--- src/rtl/apu_frame_sequencer_pkg.sv ---
`default_nettype none
// ============================================================================
// Module : apu_frame_sequencer_pkg
// Brief  : Shared constants and helpers for the 2A03 frame sequencer:
//          default step counts, envelope control field positions and
//          frame-counter mode encodings.
// Rev    : 1.0  initial release
// ============================================================================
package apu_frame_sequencer_pkg;

    localparam int unsigned c_cnt_w     = 15;

    localparam int unsigned c_step1_def = 3728;
    localparam int unsigned c_step2_def = 7456;
    localparam int unsigned c_step3_def = 11185;
    localparam int unsigned c_step4_def = 14914;
    localparam int unsigned c_step5_def = 18640;

    // Envelope control byte layout: [5] loop, [4] constant, [3:0] vol/period
    localparam int unsigned c_env_loop  = 5;
    localparam int unsigned c_env_const = 4;

    localparam logic c_mode_4step = 1'b0;
    localparam logic c_mode_5step = 1'b1;

    // Envelope output: constant volume field or the decay level
    function automatic logic [3:0] env_level(input logic [5:0] ctrl,
                                             input logic [3:0] decay);
        return ctrl[c_env_const] ? ctrl[3:0] : decay;
    endfunction

endpackage
`default_nettype wire

--- src/rtl/apu_frame_sequencer_if.sv ---
`default_nettype none
// ============================================================================
// Module : apu_frame_sequencer_if
// Brief  : Register-file side bundle for the frame sequencer. The master
//          modport is the APU register file, the slave modport is the
//          sequencer itself.
// Rev    : 1.0  initial release
// ============================================================================
interface apu_frame_sequencer_if;
    logic       apu_tick_i;
    logic       frame_wr_i;
    logic [7:0] frame_data_i;
    logic       irq_ack_i;
    logic [5:0] env_p1_i;
    logic [5:0] env_p2_i;
    logic [5:0] env_nz_i;
    logic [2:0] env_start_i;
    logic       quarter_o;
    logic       half_o;
    logic       frame_irq_o;
    logic [3:0] vol_p1_o;
    logic [3:0] vol_p2_o;
    logic [3:0] vol_nz_o;

    modport master (
        output apu_tick_i, frame_wr_i, frame_data_i, irq_ack_i,
               env_p1_i, env_p2_i, env_nz_i, env_start_i,
        input  quarter_o, half_o, frame_irq_o, vol_p1_o, vol_p2_o, vol_nz_o
    );

    modport slave (
        input  apu_tick_i, frame_wr_i, frame_data_i, irq_ack_i,
               env_p1_i, env_p2_i, env_nz_i, env_start_i,
        output quarter_o, half_o, frame_irq_o, vol_p1_o, vol_p2_o, vol_nz_o
    );
endinterface
`default_nettype wire

--- src/rtl/apu_frame_sequencer_envelope.sv ---
`default_nettype none
// ============================================================================
// Module : apu_envelope
// Brief  : One envelope unit (start flag, divider, decay level). Clocked by
//          the quarter-frame strobe; volume is combinational from the regs.
// Rev    : 1.0  initial release
// ============================================================================
module apu_envelope
    import apu_frame_sequencer_pkg::*;
(
    input  wire logic       clk_i,
    input  wire logic       rst_i,
    input  wire logic       quarter,
    input  wire logic       start,
    input  wire logic [5:0] ctrl,
    output logic      [3:0] vol
);

    logic       r_start;
    logic [3:0] r_decay;
    logic [3:0] r_div;
    logic       w_start_seen;

    // A start pulse arriving with the quarter is honoured by that quarter
    assign w_start_seen = r_start | start;

    // Start flag, divider and decay level update on each quarter-frame
    always_ff @(posedge clk_i or posedge rst_i) begin
        if (rst_i) begin
            r_start <= 1'b0;
            r_decay <= 4'd0;
            r_div   <= 4'd0;
        end else if (quarter) begin
            if (w_start_seen) begin
                r_start <= 1'b0;
                r_decay <= 4'd15;
                r_div   <= ctrl[3:0];
            end else if (r_div == 4'd0) begin
                r_div <= ctrl[3:0];
                if (r_decay != 4'd0) begin
                    r_decay <= r_decay - 4'd1;
                end else if (ctrl[c_env_loop]) begin
                    r_decay <= 4'd15;
                end
            end else begin
                r_div <= r_div - 4'd1;
            end
        end else if (start) begin
            r_start <= 1'b1;
        end
    end

    assign vol = env_level(ctrl, r_decay);

endmodule
`default_nettype wire

--- src/rtl/apu_frame_sequencer.sv ---
`default_nettype none
// ============================================================================
// Module : apu_frame_sequencer
// Brief  : 2A03 frame counter ($4017) with quarter/half-frame strobes, frame
//          IRQ and three envelope units (pulse1, pulse2, noise).
//          Optional feature macro: APU_FRAME_IRQ_EN (frame IRQ, inhibit and
//          acknowledge logic; when undefined frame_irq_o is tied low).
// Rev    : 1.0  initial release
// ============================================================================
module apu_frame_sequencer
    import apu_frame_sequencer_pkg::*;
#(
    parameter int unsigned STEP1 = c_step1_def,
    parameter int unsigned STEP2 = c_step2_def,
    parameter int unsigned STEP3 = c_step3_def,
    parameter int unsigned STEP4 = c_step4_def,
    parameter int unsigned STEP5 = c_step5_def
)(
    input  wire logic            clk_i,
    input  wire logic            rst_i,
    apu_frame_sequencer_if.slave bus
);

    localparam logic [c_cnt_w-1:0] c_s1 = c_cnt_w'(STEP1);
    localparam logic [c_cnt_w-1:0] c_s2 = c_cnt_w'(STEP2);
    localparam logic [c_cnt_w-1:0] c_s3 = c_cnt_w'(STEP3);
    localparam logic [c_cnt_w-1:0] c_s4 = c_cnt_w'(STEP4);
    localparam logic [c_cnt_w-1:0] c_s5 = c_cnt_w'(STEP5);

    logic [c_cnt_w-1:0] r_cnt;
    logic               r_mode;
    logic               r_quarter;
    logic               r_half;

    logic [c_cnt_w-1:0] w_last;
    logic               w_tick;
    logic               w_at_last;
    logic               w_hit_q;
    logic               w_hit_h;
    logic               w_wr_5step;
    logic               w_unused;

    // A $4017 write in the same clk swallows the tick
    assign w_tick     = bus.apu_tick_i & ~bus.frame_wr_i;
    assign w_last     = (r_mode == c_mode_5step) ? c_s5 : c_s4;
    assign w_at_last  = (r_cnt == w_last);
    // STEP4 only decodes as the last step, so it is silent in 5-step mode
    assign w_hit_q    = (r_cnt == c_s1) | (r_cnt == c_s2) | (r_cnt == c_s3) | w_at_last;
    assign w_hit_h    = (r_cnt == c_s2) | w_at_last;
    assign w_wr_5step = bus.frame_wr_i & (bus.frame_data_i[7] == c_mode_5step);

    // Frame counter and mode latch
    always_ff @(posedge clk_i or posedge rst_i) begin
        if (rst_i) begin
            r_cnt  <= '0;
            r_mode <= c_mode_4step;
        end else if (bus.frame_wr_i) begin
            r_cnt  <= '0;
            r_mode <= bus.frame_data_i[7];
        end else if (w_tick) begin
            r_cnt  <= w_at_last ? '0 : r_cnt + 1'b1;
        end
    end

    // Registered one-clk strobes from the step decode or a 5-step write
    always_ff @(posedge clk_i or posedge rst_i) begin
        if (rst_i) begin
            r_quarter <= 1'b0;
            r_half    <= 1'b0;
        end else begin
            r_quarter <= w_wr_5step | (w_tick & w_hit_q);
            r_half    <= w_wr_5step | (w_tick & w_hit_h);
        end
    end

`ifdef APU_FRAME_IRQ_EN
    logic r_inhibit;
    logic r_irq;
    logic w_irq_set;

    assign w_irq_set = w_tick & w_at_last & (r_mode == c_mode_4step) & ~r_inhibit;

    // Frame IRQ flag: set has priority over acknowledge and inhibit clear
    always_ff @(posedge clk_i or posedge rst_i) begin
        if (rst_i) begin
            r_inhibit <= 1'b0;
            r_irq     <= 1'b0;
        end else begin
            if (bus.frame_wr_i) begin
                r_inhibit <= bus.frame_data_i[6];
            end
            if (w_irq_set) begin
                r_irq <= 1'b1;
            end else if (bus.irq_ack_i | (bus.frame_wr_i & bus.frame_data_i[6])) begin
                r_irq <= 1'b0;
            end
        end
    end

    assign bus.frame_irq_o = r_irq;
    assign w_unused        = ^bus.frame_data_i[5:0];
`else
    assign bus.frame_irq_o = 1'b0;
    assign w_unused        = ^{bus.irq_ack_i, bus.frame_data_i[6:0]};
`endif

    assign bus.quarter_o = r_quarter;
    assign bus.half_o    = r_half;

    apu_envelope u_env_p1 (
        .clk_i   (clk_i),
        .rst_i   (rst_i),
        .quarter (r_quarter),
        .start   (bus.env_start_i[0]),
        .ctrl    (bus.env_p1_i),
        .vol     (bus.vol_p1_o)
    );

    apu_envelope u_env_p2 (
        .clk_i   (clk_i),
        .rst_i   (rst_i),
        .quarter (r_quarter),
        .start   (bus.env_start_i[1]),
        .ctrl    (bus.env_p2_i),
        .vol     (bus.vol_p2_o)
    );

    apu_envelope u_env_nz (
        .clk_i   (clk_i),
        .rst_i   (rst_i),
        .quarter (r_quarter),
        .start   (bus.env_start_i[2]),
        .ctrl    (bus.env_nz_i),
        .vol     (bus.vol_nz_o)
    );

endmodule
`default_nettype wire

--- src/flat_wrapper.sv ---
// flat-port wrapper written by rule: the top's interface ports become plain ports
module apu_frame_sequencer_flat import apu_frame_sequencer_pkg::*;
#(
    parameter int unsigned STEP1 = c_step1_def,
    parameter int unsigned STEP2 = c_step2_def,
    parameter int unsigned STEP3 = c_step3_def,
    parameter int unsigned STEP4 = c_step4_def,
    parameter int unsigned STEP5 = c_step5_def
)
  (clk_i, rst_i, bus_apu_tick_i, bus_frame_wr_i, bus_frame_data_i, bus_irq_ack_i, bus_env_p1_i, bus_env_p2_i, bus_env_nz_i, bus_env_start_i, bus_quarter_o, bus_half_o, bus_frame_irq_o, bus_vol_p1_o, bus_vol_p2_o, bus_vol_nz_o);
  apu_frame_sequencer_if bus_i ();
  input  wire logic clk_i;
  input  wire logic rst_i;
  input wire logic [$bits(bus_i.apu_tick_i)-1:0] bus_apu_tick_i;
  input wire logic [$bits(bus_i.frame_wr_i)-1:0] bus_frame_wr_i;
  input wire logic [$bits(bus_i.frame_data_i)-1:0] bus_frame_data_i;
  input wire logic [$bits(bus_i.irq_ack_i)-1:0] bus_irq_ack_i;
  input wire logic [$bits(bus_i.env_p1_i)-1:0] bus_env_p1_i;
  input wire logic [$bits(bus_i.env_p2_i)-1:0] bus_env_p2_i;
  input wire logic [$bits(bus_i.env_nz_i)-1:0] bus_env_nz_i;
  input wire logic [$bits(bus_i.env_start_i)-1:0] bus_env_start_i;
  output wire logic [$bits(bus_i.quarter_o)-1:0] bus_quarter_o;
  output wire logic [$bits(bus_i.half_o)-1:0] bus_half_o;
  output wire logic [$bits(bus_i.frame_irq_o)-1:0] bus_frame_irq_o;
  output wire logic [$bits(bus_i.vol_p1_o)-1:0] bus_vol_p1_o;
  output wire logic [$bits(bus_i.vol_p2_o)-1:0] bus_vol_p2_o;
  output wire logic [$bits(bus_i.vol_nz_o)-1:0] bus_vol_nz_o;
  assign bus_i.apu_tick_i = bus_apu_tick_i;
  assign bus_i.frame_wr_i = bus_frame_wr_i;
  assign bus_i.frame_data_i = bus_frame_data_i;
  assign bus_i.irq_ack_i = bus_irq_ack_i;
  assign bus_i.env_p1_i = bus_env_p1_i;
  assign bus_i.env_p2_i = bus_env_p2_i;
  assign bus_i.env_nz_i = bus_env_nz_i;
  assign bus_i.env_start_i = bus_env_start_i;
  assign bus_quarter_o = bus_i.quarter_o;
  assign bus_half_o = bus_i.half_o;
  assign bus_frame_irq_o = bus_i.frame_irq_o;
  assign bus_vol_p1_o = bus_i.vol_p1_o;
  assign bus_vol_p2_o = bus_i.vol_p2_o;
  assign bus_vol_nz_o = bus_i.vol_nz_o;
  apu_frame_sequencer #(.STEP1(STEP1), .STEP2(STEP2), .STEP3(STEP3), .STEP4(STEP4), .STEP5(STEP5)) u_core (.clk_i(clk_i), .rst_i(rst_i), .bus(bus_i));
endmodule
--- config.mk ---
export PLATFORM = sky130hd
export DESIGN_NAME = apu_frame_sequencer_flat
export DESIGN_NICKNAME = d
export VERILOG_FILES = /design/src/rtl/apu_frame_sequencer_pkg.sv /design/src/rtl/apu_frame_sequencer_if.sv /design/src/rtl/apu_frame_sequencer_envelope.sv /design/src/rtl/apu_frame_sequencer.sv /design/src/flat_wrapper.sv
export SDC_FILE = /design/constraint.sdc
export NUM_CORES = 1
export LEC_CHECK = 0
export ABC_AREA = 1
export CAP_MARGIN = 15
export CORE_MARGIN = 2
export CORE_UTILIZATION = 45
export CTS_BUF_LIST = sky130_fd_sc_hd__clkbuf_4
export DETAILED_ROUTE_END_ITERATION = 7
export PLACE_DENSITY = 0.68
export SYNTH_ARGS = -nofsm -noshare
export SYNTH_HDL_FRONTEND = slang
export SYNTH_SLANG_ARGS = --single-unit
--- constraint.sdc ---
create_clock -name clk_i -period 3.1 [get_ports clk_i]
set_input_delay 0.62 -clock clk_i [delete_from_list [all_inputs] [get_ports clk_i]]
set_output_delay 0.62 -clock clk_i [all_outputs]
set_load 0.005 [all_outputs]
### Yosys cells after proc, flatten, opt, wreduce, memory -nomap -nowiden

Index checks and enable logic that the tools add are counted.
Widths: inputs -> output; s select.

* equal/unequal tests: 7
* add/subtract/negate cells: 7
* bitwise operators: 14
* multiplexer cells: 34
* reductions and logical operators: 22

Operators by type and width (count)
* $mux 4: 21
* $mux 15: 4
* $sub 4x1->4 const B: 6
* $add 15x1->15 const B: 1
* $eq 15x12->1 const B: 1
* $eq 15x13->1 const B: 1
* $eq 15x14->1 const B: 1
* $eq 15x15->1: 1
* $reduce_bool 2->1: 7
* $logic_not 4->1: 3
* $reduce_bool 4->1: 3
* $mux 1: 9
* $or 1x1->1: 9
* $reduce_and 3->1: 3
* $reduce_bool 3->1: 3
* $ne 2x2->1 const B: 3
* $reduce_and 2->1: 3
* $and 1x1->1: 4
* $not 1->1: 1

* logic and storage cells: 97
* output and inout port bits: 15
* flip-flop bits (word level): 45
* input port bits: 34

### Depth between registers and ports, before layout

Gate-level depths: netlist of the first run.

* word-level depth: 6
* depth in mapped cells: 10
* mapped depth without buffers: 10

### Hierarchy

A second synthesis of the first run with hierarchy kept.

* cell total of the unflattened synthesis: 532
* area total of the unflattened synthesis: 3432.0 µm²

Modules (own cells, without submodules)
* apu_envelope: instances 3, area each 634.4 µm², cells each 100, sequential area each 225.2 µm²
* apu_frame_sequencer: instances 1, area each 1529.0 µm², cells each 232, sequential area each 450.4 µm²

### Worst setup path after synthesis of the first run

OpenSTA, ideal clock, no wires.

* kind: input to output
* start point: input port bus_env_nz_i[4]
* end point: output port bus_vol_nz_o[0]
* slack: 1680 ps
* cell stages on the path: 1
* data arrival time: 800 ps
* required time: 2480 ps
* buffers on the path: 0
* path through: o21ai_0

* cells in the longest elaborated chain, start to end: 1

RTL lines
* start: declaration: line flat_wrapper.sv:20 `input wire logic [$bits(bus_i.env_nz_i)-1:0] bus_env_nz_i;`
* $mux 4: line apu_frame_sequencer_pkg.sv:29 `return ctrl[c_env_const] ? ctrl[3:0] : decay;`
* end: declaration: line flat_wrapper.sv:27 `output wire logic [$bits(bus_i.vol_nz_o)-1:0] bus_vol_nz_o;`

Every way passes these cells.

### Worst setup path after layout of the first run

* start point: input port bus_env_p2_i[4]
* end point: output port bus_vol_p2_o[1]

* cells in the longest elaborated chain, start to end: 1

RTL lines
* start: declaration: line flat_wrapper.sv:19 `input wire logic [$bits(bus_i.env_p2_i)-1:0] bus_env_p2_i;`
* $mux 4: line apu_frame_sequencer_pkg.sv:29
* end: declaration: line flat_wrapper.sv:26 `output wire logic [$bits(bus_i.vol_p2_o)-1:0] bus_vol_p2_o;`

Every way passes these cells.

==> results.py, run 1 <==
metrics = {
    "run_status": {
        "status": "completed",
    },
    "power": {
        "p_per_area_nw_per_um2": 391,
        "vdd_ir_drop_max_mv": 0.252,
        "p_total_mw": 1.34,
        "power.leakage_nw": 1.59,
    },
    "placed_design": {
        "place_area_um2": 3380,
        "hpwlAfterDp_um": 4760,
        "gp_congestion": 0.877,
        "port_buffers": 39,
        "dp_cells": 509,
    },
    "cells_and_area": {
        "antenna_cells": 0,
        "final_layout_size_suffix_gt1_share_pct": 10.2,
        "final_cells": 517,
        "fin_area_um2": 3440,
        "syn2layout_area_growth_pct": 18.7,
        "fillers": 617,
        "final_nets": 482,
    },
    "global_route": {
        "use_met3_pct": 4.03,
        "top_usage_layer": "met2",
        "grt_max_degree": 26,
        "grt_antenna_before_repair": 0,
        "overflow": 0,
        "use_met1_pct": 26.5,
        "grtUsageMet2_pct": 32.0,
        "grt_pass1_vias": 2505,
        "grt_pass1_wl_um": 11300,
        "grt_util_all_layers_pct": 19.4,
    },
    "yosys": {
        "synth_fa_ha_area_share_pct": 3.89,
        "synth-xor-area-share_pct": 3.63,
        "synthesis.nets": 438,
        "synth_area_um2": 2890,
        "netlist_instances": 395,
        "synth_cell_type_count": 32,
        "yosysWarnings": 0,
        "synthSimpleGateAreaFrac_pct": 30.0,
        "muxShareOfSynthArea_pct": 0,
        "synth_compound_area_share_pct": 14.4,
        "synth_top_family_by_area": "simple AND/OR/NAND/NOR gates",
        "ys_seq_area_share_pct": 38.9,
        "synth_seq_cells": 45,
        "syn_avg_cell_area_um2": 7.33,
    },
    "cts": {
        "clkTransAtPathRegs_ps": 140,
        "clkSinkCount": 45,
        "clockBufferDepth": 2,
        "worstSkewPairLatency_ps": 370,
        "cts_tree": "built",
        "post_cts_buffers": 0,
        "cts_hold_buf": 0,
        "htree_levels": 2,
        "numCtsBuffers": 5,
        "clockRootBuffer": "clkbuf_4",
        "cts.repair.resized": 0,
    },
    "critical_path": {
        "critPathKind": "input pin to output pin",
        "cp-end-kind": "output pin",
        "required_ps": 2480,
        "crit_path_max_fanout": 8,
        "start_kind": "input pin",
        "worstPathArrival_ps": 1890,
    },
    "drt": {
        "drt-initial-drc-count": 102,
        "ant_nets": 0,
        "first_pass_iters": 4,
        "wl_per_cell_um": 12.2,
        "routed_wl_um": 6320,
        "drc": 0,
        "vias": 2637,
        "avgViaCountPerCell": 5.10,
    },
    "worst_hold_path": {
        "hold_path.class": "input pin to async pin",
    },
    "timing": {
        "finalMaxSlewViolations": 0,
        "skew_ps": 10.5,
        "setup_viol": 0,
        "final.min_clock_period_ps": 2510,
        "fin_crit_sh_pct": 80.9,
        "rsz0062_at_grt": "no",
        "fin_setup_tns_ps": 0,
        "whs_ps": 504,
        "finalHoldViolations": 0,
        "clock.fmax_ghz": 0.399,
    },
    "die": {
        "ioPinCount": 49,
        "fp-row-count": 29,
        "core_um2": 6280,
        "initial_core_util_pct": 46.1,
        "fp.dieW_um": 84.2,
        "chipHeight_um": 84.2,
        "die_area_um2": 7090,
    },
    "job": {
        "cap_violations": 0,
    },
}
## synthesized netlist by cell type, drive strengths merged
cell type    n  area share, %
nand2      108             15
conb         1           0.13
inv         62            8.0
nand4       10            2.2
o221ai       1           0.30
buf          4           0.78
a221oi       1           0.30
a21oi       11            2.0
clkinv       1           0.13
o21ai       45            8.2
clkbuf       1           0.13
xnor2        1           0.30
o211ai       4            1.0
ha           9            3.9
nand3       24            4.3
nor3         4           0.86
dfrtp       45             39
nor2        41            7.3
o22ai        7            1.5
xor2        11            3.3
o31ai        4            1.0
## per-stage QoR
step	util, %	worst slack, ps
6_report	54.7	591
5_1_grt	54.7	497
4_1_cts	54.7	590
3_5_place_dp	53.8	592
3_3_place_gp	53.8	608
2_1_floorplan	-	1420
## path summary, 6_finish.rpt
check                                                     startpoint                                     end  slack (ps)  depth (start not counted)
worst max-delay path                                 bus_env_p2_i[4]                         bus_vol_p2_o[1]         590                          4
worst min-delay path                                           rst_i  u_core.u_env_nz.r_decay[1]$_DFFE_PP0P_         500                          2
worst max register to register  u_core.u_env_p1.r_div[0]$_DFFE_PP0P_  u_core.u_env_p1.r_decay[2]$_DFFE_PP0P_        1530                          8
worst min register to register  u_core.u_env_p2.r_div[2]$_DFFE_PP0P_    u_core.u_env_p2.r_div[2]$_DFFE_PP0P_         520                          2
max in group asynchronous                                      rst_i  u_core.u_env_p2.r_decay[2]$_DFFE_PP0P_        2070                          3
min in group clk_i              u_core.u_env_p2.r_div[2]$_DFFE_PP0P_    u_core.u_env_p2.r_div[2]$_DFFE_PP0P_         520                          2
## flip-flops by register name, indices dropped and copies added, names as in the netlist, 4 cells and up
register and count:
u_core.r_cnt 15, u_core.u_env_nz.r_decay 4, u_core.u_env_nz.r_div 4, u_core.u_env_p1.r_decay 4
u_core.u_env_p1.r_div 4, u_core.u_env_p2.r_decay 4, u_core.u_env_p2.r_div 4
## placed cells by master (no fill, tap or decap)
master            n
a21oi_1          10
a21oi_2           1
a221oi_1          1
buf_4             3
clkbuf_4          5
clkdlybuf4s50_1  39
clkinv_1          1
clkinv_2          1
clkinvlp_4        1
conb_1            1
dfrtp_1          45
ha_1              9
inv_1            56
inv_2             6
inv_6             1
nand2_1          97
nand2_2           9
nand2_4           2
nand3_1          23
nand3_2           1
nand4_1          10
nor2_1           30
nor2_2            5
nor2_4            6
nor3_1            3
nor3_2            1
o211ai_1          4
o21ai_0          39
o21ai_1           3
o21ai_2           3
o221ai_1          1
o22ai_1           7
o31ai_1           4
xnor2_1           1
xor2_1           11
## cells by family after synthesis
family | after synthesis
other cells | 1
xor+xnor | 12
buf+inv | 68
compound gates | 73
flops | 45
fa+ha+maj | 9
simple gates | 187
## metal layers
layer	routed length, µm	up-vias	part of all wire [%]
li1	-	1365	-
met1	3090	1218	49
met2	2910	47	46
met3	245	7	3.9
met4	66	0	1.0
met5	0	-	0
## cell type report
class / count / area [µm²] / share of cell area (%)
Inverter: 63 / 236 / 6.88
Multi-Input combinational cell: 282 / 1510 / 43.8
Timing Repair Buffer: 42 / 413 / 12.0
Clock inverter: 3 / 21.3 / 0.619
Sequential cell: 45 / 1130 / 32.8
Clock buffer: 5 / 37.5 / 1.09
Tap cell: 77 / 96.3 / 2.80
## worst max-delay path, stage by stage
cell             delay (ps)
clkdlybuf4s50_1         590
nand2_1                  80
o21ai_0                  70
clkdlybuf4s50_1         520
## where the power goes
group          switching [mW]  internal (mW)  leakage, nW
clock                   0.209         0.0901       0.0316
sequential             0.0336          0.651        0.559
combinational           0.204          0.154        0.997
Power figures use the tool's default switching activity.
==> run 2, diff against run 1 <==
--- a/config.mk
+++ b/config.mk
@@ -11,7 +11,7 @@
 export CORE_UTILIZATION = 45
 export CTS_BUF_LIST = sky130_fd_sc_hd__clkbuf_4
 export DETAILED_ROUTE_END_ITERATION = 7
-export PLACE_DENSITY = 0.68
+export PLACE_DENSITY = 0.71
 export SYNTH_ARGS = -nofsm -noshare
 export SYNTH_HDL_FRONTEND = slang
 export SYNTH_SLANG_ARGS = --single-unit
==> constraint.sdc (replaced) <==
create_clock -name clk_i -period 2.3 [get_ports clk_i]
set_input_delay 0.46 -clock clk_i [delete_from_list [all_inputs] [get_ports clk_i]]
set_output_delay 0.46 -clock clk_i [all_outputs]
set_load 0.005 [all_outputs]
==> run 2 against run 1 <==
Compared with the run above:
- largest power group unchanged
- flip-flop and latch count stayed put
- sequential share of layout area shrank 0.083 points
- routed wire length down 0.70%
- global-route usage decreased by 0.34 points
- critical path type unchanged
- via count increased by 0.46%
- first-iteration DRC count grew 9.8%
- critical path depth stayed put
- largest cell class unchanged
==> results.py, run 2 (synthesized netlist as in run 1, its figures left out) <==
metrics = {
    "cts": {
        "clockRootBuffer": "clkbuf_4",
        "post_cts_buffers": 0,
        "cts_tree": "built",
        "worstSkewPairLatency_ps": 370,
        "cts.repair.resized": 0,
        "clkSinkCount": 45,
        "numCtsBuffers": 5,
        "clkTransAtPathRegs_ps": 140,
        "htree_levels": 2,
        "cts_hold_buf": 0,
        "clockBufferDepth": 2,
    },
    "drt": {
        "wl_met3_um": 302,
        "met1_length_um": 2860,
        "drc": 0,
        "avgViaCountPerCell": 5.12,
        "route.met2.wl_um": 3040,
        "drt-initial-drc-count": 112,
        "ant_nets": 0,
        "wl_per_cell_um": 12.1,
        "first_pass_iters": 4,
        "highest_layer": "met4",
        "routed_wl_um": 6270,
        "vias": 2649,
    },
    "critical_path": {
        "critPathSlowestCell": "clkdlybuf4s50_1",
        "required_ps": 1840,
        "cp_common_cell": "clkdlybuf4s50_1",
        "r2r_cells": 8,
        "crit_path_max_fanout": 8,
        "cp-end-kind": "output pin",
        "worstPathArrival_ps": 1730,
        "critPathKind": "input pin to output pin",
        "max_stage_delay_ps": 590,
        "rrSetupSlack_ps": 760,
        "worstPathCellList": "clkdlybuf4s50_1, nand2_1, o21ai_0, clkdlybuf4s50_1",
        "start_kind": "input pin",
    },
    "die": {
        "chipHeight_um": 84.2,
        "initial_core_util_pct": 46.1,
        "die_area_um2": 7090,
        "fp.dieW_um": 84.2,
        "core_um2": 6280,
        "fp-row-count": 29,
        "ioPinCount": 49,
    },
    "cells_and_area": {
        "syn2layout_area_growth_pct": 19.0,
        "largest_register_ffs": 15,
        "layout_commonest_cell": "nand2_1",
        "regMostFlops": "u_core.r_cnt",
        "final_cell_mix": "97 x nand2_1, 56 x inv_1, 45 x dfrtp_1",
        "multi_input_area_um2": 1510,
        "fillers": 614,
        "final_nets": 482,
        "register_area_um2": 1130,
        "antenna_cells": 0,
        "final_layout_size_suffix_gt1_share_pct": 10.2,
    },
    "power": {
        "power.leakage_nw": 1.59,
        "vdd_ir_drop_max_mv": 0.332,
        "p_per_area_nw_per_um2": 520,
    },
    "timing": {
        "fin_ws_ps": 109,
        "skew_ps": 13.0,
        "finalHoldViolations": 0,
        "clock.fmax_ghz": 0.456,
        "fin_crit_sh_pct": 95.3,
        "finalMaxSlewViolations": 0,
        "fin_setup_tns_ps": 0,
        "rsz0062_at_grt": "no",
        "final.min_clock_period_ps": 2190,
        "setup_viol": 0,
    },
    "worst_hold_path": {
        "hold_path.class": "input pin to async pin",
    },
    "placed_design": {
        "hpwlAfterDp_um": 4880,
        "gp_congestion": 0.911,
        "port_buffers": 39,
        "preCtsSetupSlack_ps": 103,
    },
    "global_route": {
        "grt_pass1_wl_um": 11000,
        "overflow": 0,
        "grt_pass1_vias": 2405,
        "grt_max_degree": 33,
        "grt_antenna_before_repair": 0,
        "grt_util_all_layers_pct": 19.1,
    },
    "run_status": {
        "status": "completed",
    },
    "job": {
        "cap_violations": 0,
    },
}
run 2: cell count changes in the layout (fill, tap and decap cells not counted), sizes merged:
cell	change
clkinv	+1
inv	-1
run 2: where the power goes:
| group | switching, mW | internal (mW) | leakage, nW |
|---|---|---|---|
| registers | 0.0460 | 0.877 | 0.559 |
| clock network | 0.270 | 0.116 | 0.0310 |
| logic | 0.273 | 0.210 | 1.00 |
| total | 0.589 | 1.20 | 1.59 |
run 2: critical path: cells and delay by family:
kind | cells | cell delay (ps)
compound gates | 1 | 80
buf+inv | 2 | 1110
simple gates | 1 | 70
run 2: path summary, 6_finish.rpt:
kind / start / to
min in group clk_i: u_core.u_env_p2.r_div[2]$_DFFE_PP0P_ / u_core.u_env_p2.r_div[2]$_DFFE_PP0P_
max in group asynchronous: rst_i / u_core.u_env_p2.r_decay[1]$_DFFE_PP0P_
max: bus_env_p1_i[4] / bus_vol_p1_o[1]
max reg2reg: u_core.u_env_p1.r_div[0]$_DFFE_PP0P_ / u_core.u_env_p1.r_decay[2]$_DFFE_PP0P_
min reg2reg: u_core.u_env_p2.r_div[2]$_DFFE_PP0P_ / u_core.u_env_p2.r_div[2]$_DFFE_PP0P_
min: rst_i / u_core.u_env_nz.r_decay[2]$_DFFE_PP0P_
run 2: layout make-up:
cell class	instances	share of cell area (%)
timing repair buffer	42	12.4
tap	77	2.80
inverter	63	6.87
sequential	45	32.7
clock inverter	3	0.509
clock buffer	5	1.09
multi-input combinational	282	43.7
run 2: through the flow:
stage	util [%]	total power [mW]	instance area, µm²	instances	hold slack [ps]
floorplan	-	1.23	2890	395	452
global placement	54.0	1.41	3390	509	468
detailed placement	54.0	1.43	3390	509	490
CTS	54.9	1.81	3440	517	353
global route	54.9	1.93	3440	517	381
finish	54.9	1.79	3440	517	345
run 2: routing by layer:
layer / up-vias / GRT usage [%]
met2: 50 / 30.2
met1: 1229 / 26.0
met3: 6 / 4.82
met4: 0 / 5.57
met5: - / 0
li1: 1364 / -
==> run 3, diff against run 2 <==
--- a/config.mk
+++ b/config.mk
@@ -10,6 +10,7 @@
 export CORE_MARGIN = 2
 export CORE_UTILIZATION = 45
 export CTS_BUF_LIST = sky130_fd_sc_hd__clkbuf_4
+export CTS_CLUSTER_SIZE = 40
 export DETAILED_ROUTE_END_ITERATION = 7
 export PLACE_DENSITY = 0.71
 export SYNTH_ARGS = -nofsm -noshare
==> results of run 3 <==
No change in the layout: final DEF, timing and power equal those of run 2.
==> RTL edit 1: new RTL, flow settings as in run 3 <==
`c_cnt_w`: 15 -> 30.
--- a/src/rtl/apu_frame_sequencer_pkg.sv
+++ b/src/rtl/apu_frame_sequencer_pkg.sv
@@ -8,7 +8,7 @@
 // ============================================================================
 package apu_frame_sequencer_pkg;
 
-    localparam int unsigned c_cnt_w     = 15;
+    localparam int unsigned c_cnt_w     = 30;
 
     localparam int unsigned c_step1_def = 3728;
     localparam int unsigned c_step2_def = 7456;
Function: no difference found for any inputs over 4 cycles, from zero or initial values and one cycle with rst_i high; that may be too few to reach the edited logic, so the function may still have changed.
==> RTL edit 1 against run 3 <==
Design area up 37%; power up 37%; synthesized cell count up 51%; wire length up 50%; worst setup slack better by 0.0034 ns; clock power up 95%; sequential cell count up 15; area after synthesis up 41%.
==> RTL edit 1: results <==
set metrics [dict create \
    synth_cell_types 35 \
    grt_pass1_wl_um 16900 \
    place_ws_ns 0.0837 \
    largest_register_ffs 30 \
    n_fill_cell 852 \
    detailroute.via_count 3874 \
    p_leak_nw 2.26 \
    synth_compound_area_frac 0.112 \
    synthCells 598 \
    placed_cells 738 \
    synth-xor-area-share 0.0386 \
    clk_latency_ns 0.42 \
    ys_seq_area_frac 0.368 \
    synthAdderAreaFrac 0.0337 \
    outcome "finished, final reports clean" \
    gp_routability_congestion 0.900 \
    place_area_um2 4580 \
    syn_nets 643 \
    rr_startpoint "u_core.r_cnt[1]$_DFFE_PP0P_" \
    power_density_nw_per_um2 518 \
    ff2ff_setup_slack_ns 0.51 \
    dp_hpwl_um 7000 \
    fin_cells 754 \
    htreeDepth 3 \
    fin_ws_ns 0.113 \
    nNetsFinal 686 \
    track_usage 0.209 \
    grt_pass1_vias 3845 \
    fin_worst_skew_ns 0.0219 \
    grt_max_degree 61 \
    drive_above_1_share 0.0944 \
    path_clk_slew_ns 0.12 \
    holdCritPathClass "primary input to asynchronous set/reset pin" \
    cts_buffers 9 \
    dr.pass1.iters 5 \
    reg2regPathDepth 7 \
    reg2reg_to "u_core.r_cnt[14]$_DFFE_PP0P_" \
]
[RTL edit 1: metal layers]
metal  GRT usage  wire (um)  vias up
met5           0          0        -
met4      0.0811        161        0
met3      0.0344        450       16
met2       0.358       4610       81
met1       0.265       4160     1806
li1            -          -     1971
[RTL edit 1: layout make-up]
type                            instances  share of cell area
Sequential cell                        60               0.318
Clock inverter                          7              0.0143
Multi-Input combinational cell        444               0.465
Tap cell                              108              0.0286
Clock buffer                            9              0.0143
Inverter                               81              0.0644
Timing Repair Buffer                   45              0.0959
[RTL edit 1: power by group]
group	switching, mW	leakage (nW)	internal, mW
Sequential	0.0502	0.760	1.14
Combinational	0.292	1.43	0.211
Clock	0.425	0.0693	0.325
[RTL edit 1: what timing repair did]
action | 4_1_cts | 5_1_grt
setup endpoints to repair | 0 | 4
resized for setup | 0 | 3
buffers inserted | 0 | 0
[RTL edit 1: tightest hold or removal path: cells and delay by family]
kind | cells | cell delay [ns]
buf+inv | 3 | 0.77
==> RTL edit 2: new RTL, config.mk and constraints of run 3 <==
Made on the original files. Compare `r_cnt` against `c_s3` with >= in place of ==.
--- a/src/rtl/apu_frame_sequencer.sv
+++ b/src/rtl/apu_frame_sequencer.sv
@@ -45,7 +45,7 @@
     assign w_last     = (r_mode == c_mode_5step) ? c_s5 : c_s4;
     assign w_at_last  = (r_cnt == w_last);
     // STEP4 only decodes as the last step, so it is silent in 5-step mode
-    assign w_hit_q    = (r_cnt == c_s1) | (r_cnt == c_s2) | (r_cnt == c_s3) | w_at_last;
+    assign w_hit_q    = (r_cnt == c_s1) | (r_cnt == c_s2) | (r_cnt >= c_s3) | w_at_last;
     assign w_hit_h    = (r_cnt == c_s2) | w_at_last;
     assign w_wr_5step = bus.frame_wr_i & (bus.frame_data_i[7] == c_mode_5step);
 
Function: same outputs for any inputs over 4 cycles, from zero or initial values and one cycle with rst_i high; that may be too few to reach the edited logic, so the function may still have changed.
==> RTL edit 2 against run 3 <==
Combinational power up 16%; first-iteration DRC count up 23%; power is 13% higher; worst setup slack better by 0.014 ns; area after synthesis up 4.8%; wire length up 7.0%; worst hold slack improved by 0.16 ns; critical path depth did not move; design area is 3.6% higher; sequential cell count unchanged; clock power is 32% higher; clock skew is 0.0057 ns higher; largest power group unchanged; highest routed layer unchanged.
==> RTL edit 2: results <==
set metrics [dict create \
    synthAdderAreaFrac 0.0413 \
    dr.first_iter.drc_count 138 \
    inv_count 56 \
    multi_input_gates 315 \
    vdd_drop_max_mv 0.268 \
    syn_nets 470 \
    ys_seq_area_frac 0.371 \
    crit_start "bus_env_p2_i[4]" \
    final_core_util 0.556 \
    n_fill_cell 596 \
    synth_warnings 0 \
    comb_power_share 0.275 \
    buffers 43 \
    detailroute.via_count 2783 \
    cp-endpoint "bus_vol_p2_o[0]" \
    gp_routability_congestion 0.984 \
    p_leak_nw 1.65 \
    clkCellAreaFrac 0.0235 \
    fmax_mhz 459 \
    pg_comb_mw 0.558 \
    synth_cell_types 33 \
    p_seq_mw 0.967 \
    timing.hold.ws_ns 0.503 \
    grt_pass1_vias 2712 \
    wirelength_um 6710 \
    placed_cells 536 \
    nonClkBufAreaFrac 0.117 \
    rr_startpoint "u_core.r_cnt[0]$_DFFE_PP0P_" \
    syn-mean-instance-area_um2 7.12 \
    grt_max_degree 46 \
    drive_above_1_share 0.0835 \
    outcome "finished, final reports clean" \
    track_usage 0.196 \
    vias_per_cell 5.12 \
    netSwitchingPower_mw 0.645 \
    seq_area_frac 0.316 \
    path_clk_slew_ns 0.12 \
    holdPathEnd "u_core.u_env_p2.r_decay[0]$_DFFE_PP0P_" \
    reg2reg_to "u_core.r_cnt[12]$_DFFE_PP0P_" \
    place_area_um2 3490 \
    dp_hpwl_um 5060 \
    synthTopCellsByArea "dfrtp_1 37%, nand2_1 15%, inv_1 6.9%" \
    synth_compound_area_frac 0.132 \
    synth-xor-area-share 0.0347 \
    core_area_um2 6420 \
    cts_root_buffer "clkbuf_4" \
    grt_pass1_wl_um 11800 \
    clock_buffers 6 \
    holdCritPathClass "flop to flop" \
    portBuffers 39 \
    fin_worst_skew_ns 0.0187 \
    synthTopCellsByCount "124 x nand2_1, 56 x inv_1, 45 x dfrtp_1" \
    multi_input_area_share 0.458 \
]
==> RTL edit 2: cell types whose count changed after synthesis, sizes merged, moves of 2 or more <==
cell | before | now
a21oi | 11 | 6
buf | 4 | 8
inv | 62 | 56
nand2 | 108 | 129
nand3 | 24 | 32
nand4 | 10 | 7
nor2 | 41 | 49
nor3 | 4 | 6
o211ai | 4 | 6
o21ai | 45 | 48
o21bai | 0 | 2
o22ai | 7 | 0
o31ai | 4 | 1
==> RTL edit 2: routing by layer <==
layer	global-route usage	vias to the layer above	wire, um
met5	0	-	0
met4	0.0938	0	140
met3	0.0414	13	352
met2	0.315	82	3110
met1	0.251	1247	3110
li1	-	1441	-
==> RTL edit 2: worst reg2reg max path, stage by stage, from the launching register on <==
cell and delay (ns):
dfrtp_1 0.56, ha_1 0.26, nand2_1 0.07, nor2_1 0.10
nand2_1 0.10, nor2_2 0.19, nand3b_1 0.10, nand4_1 0.11
nand2_1 0.06
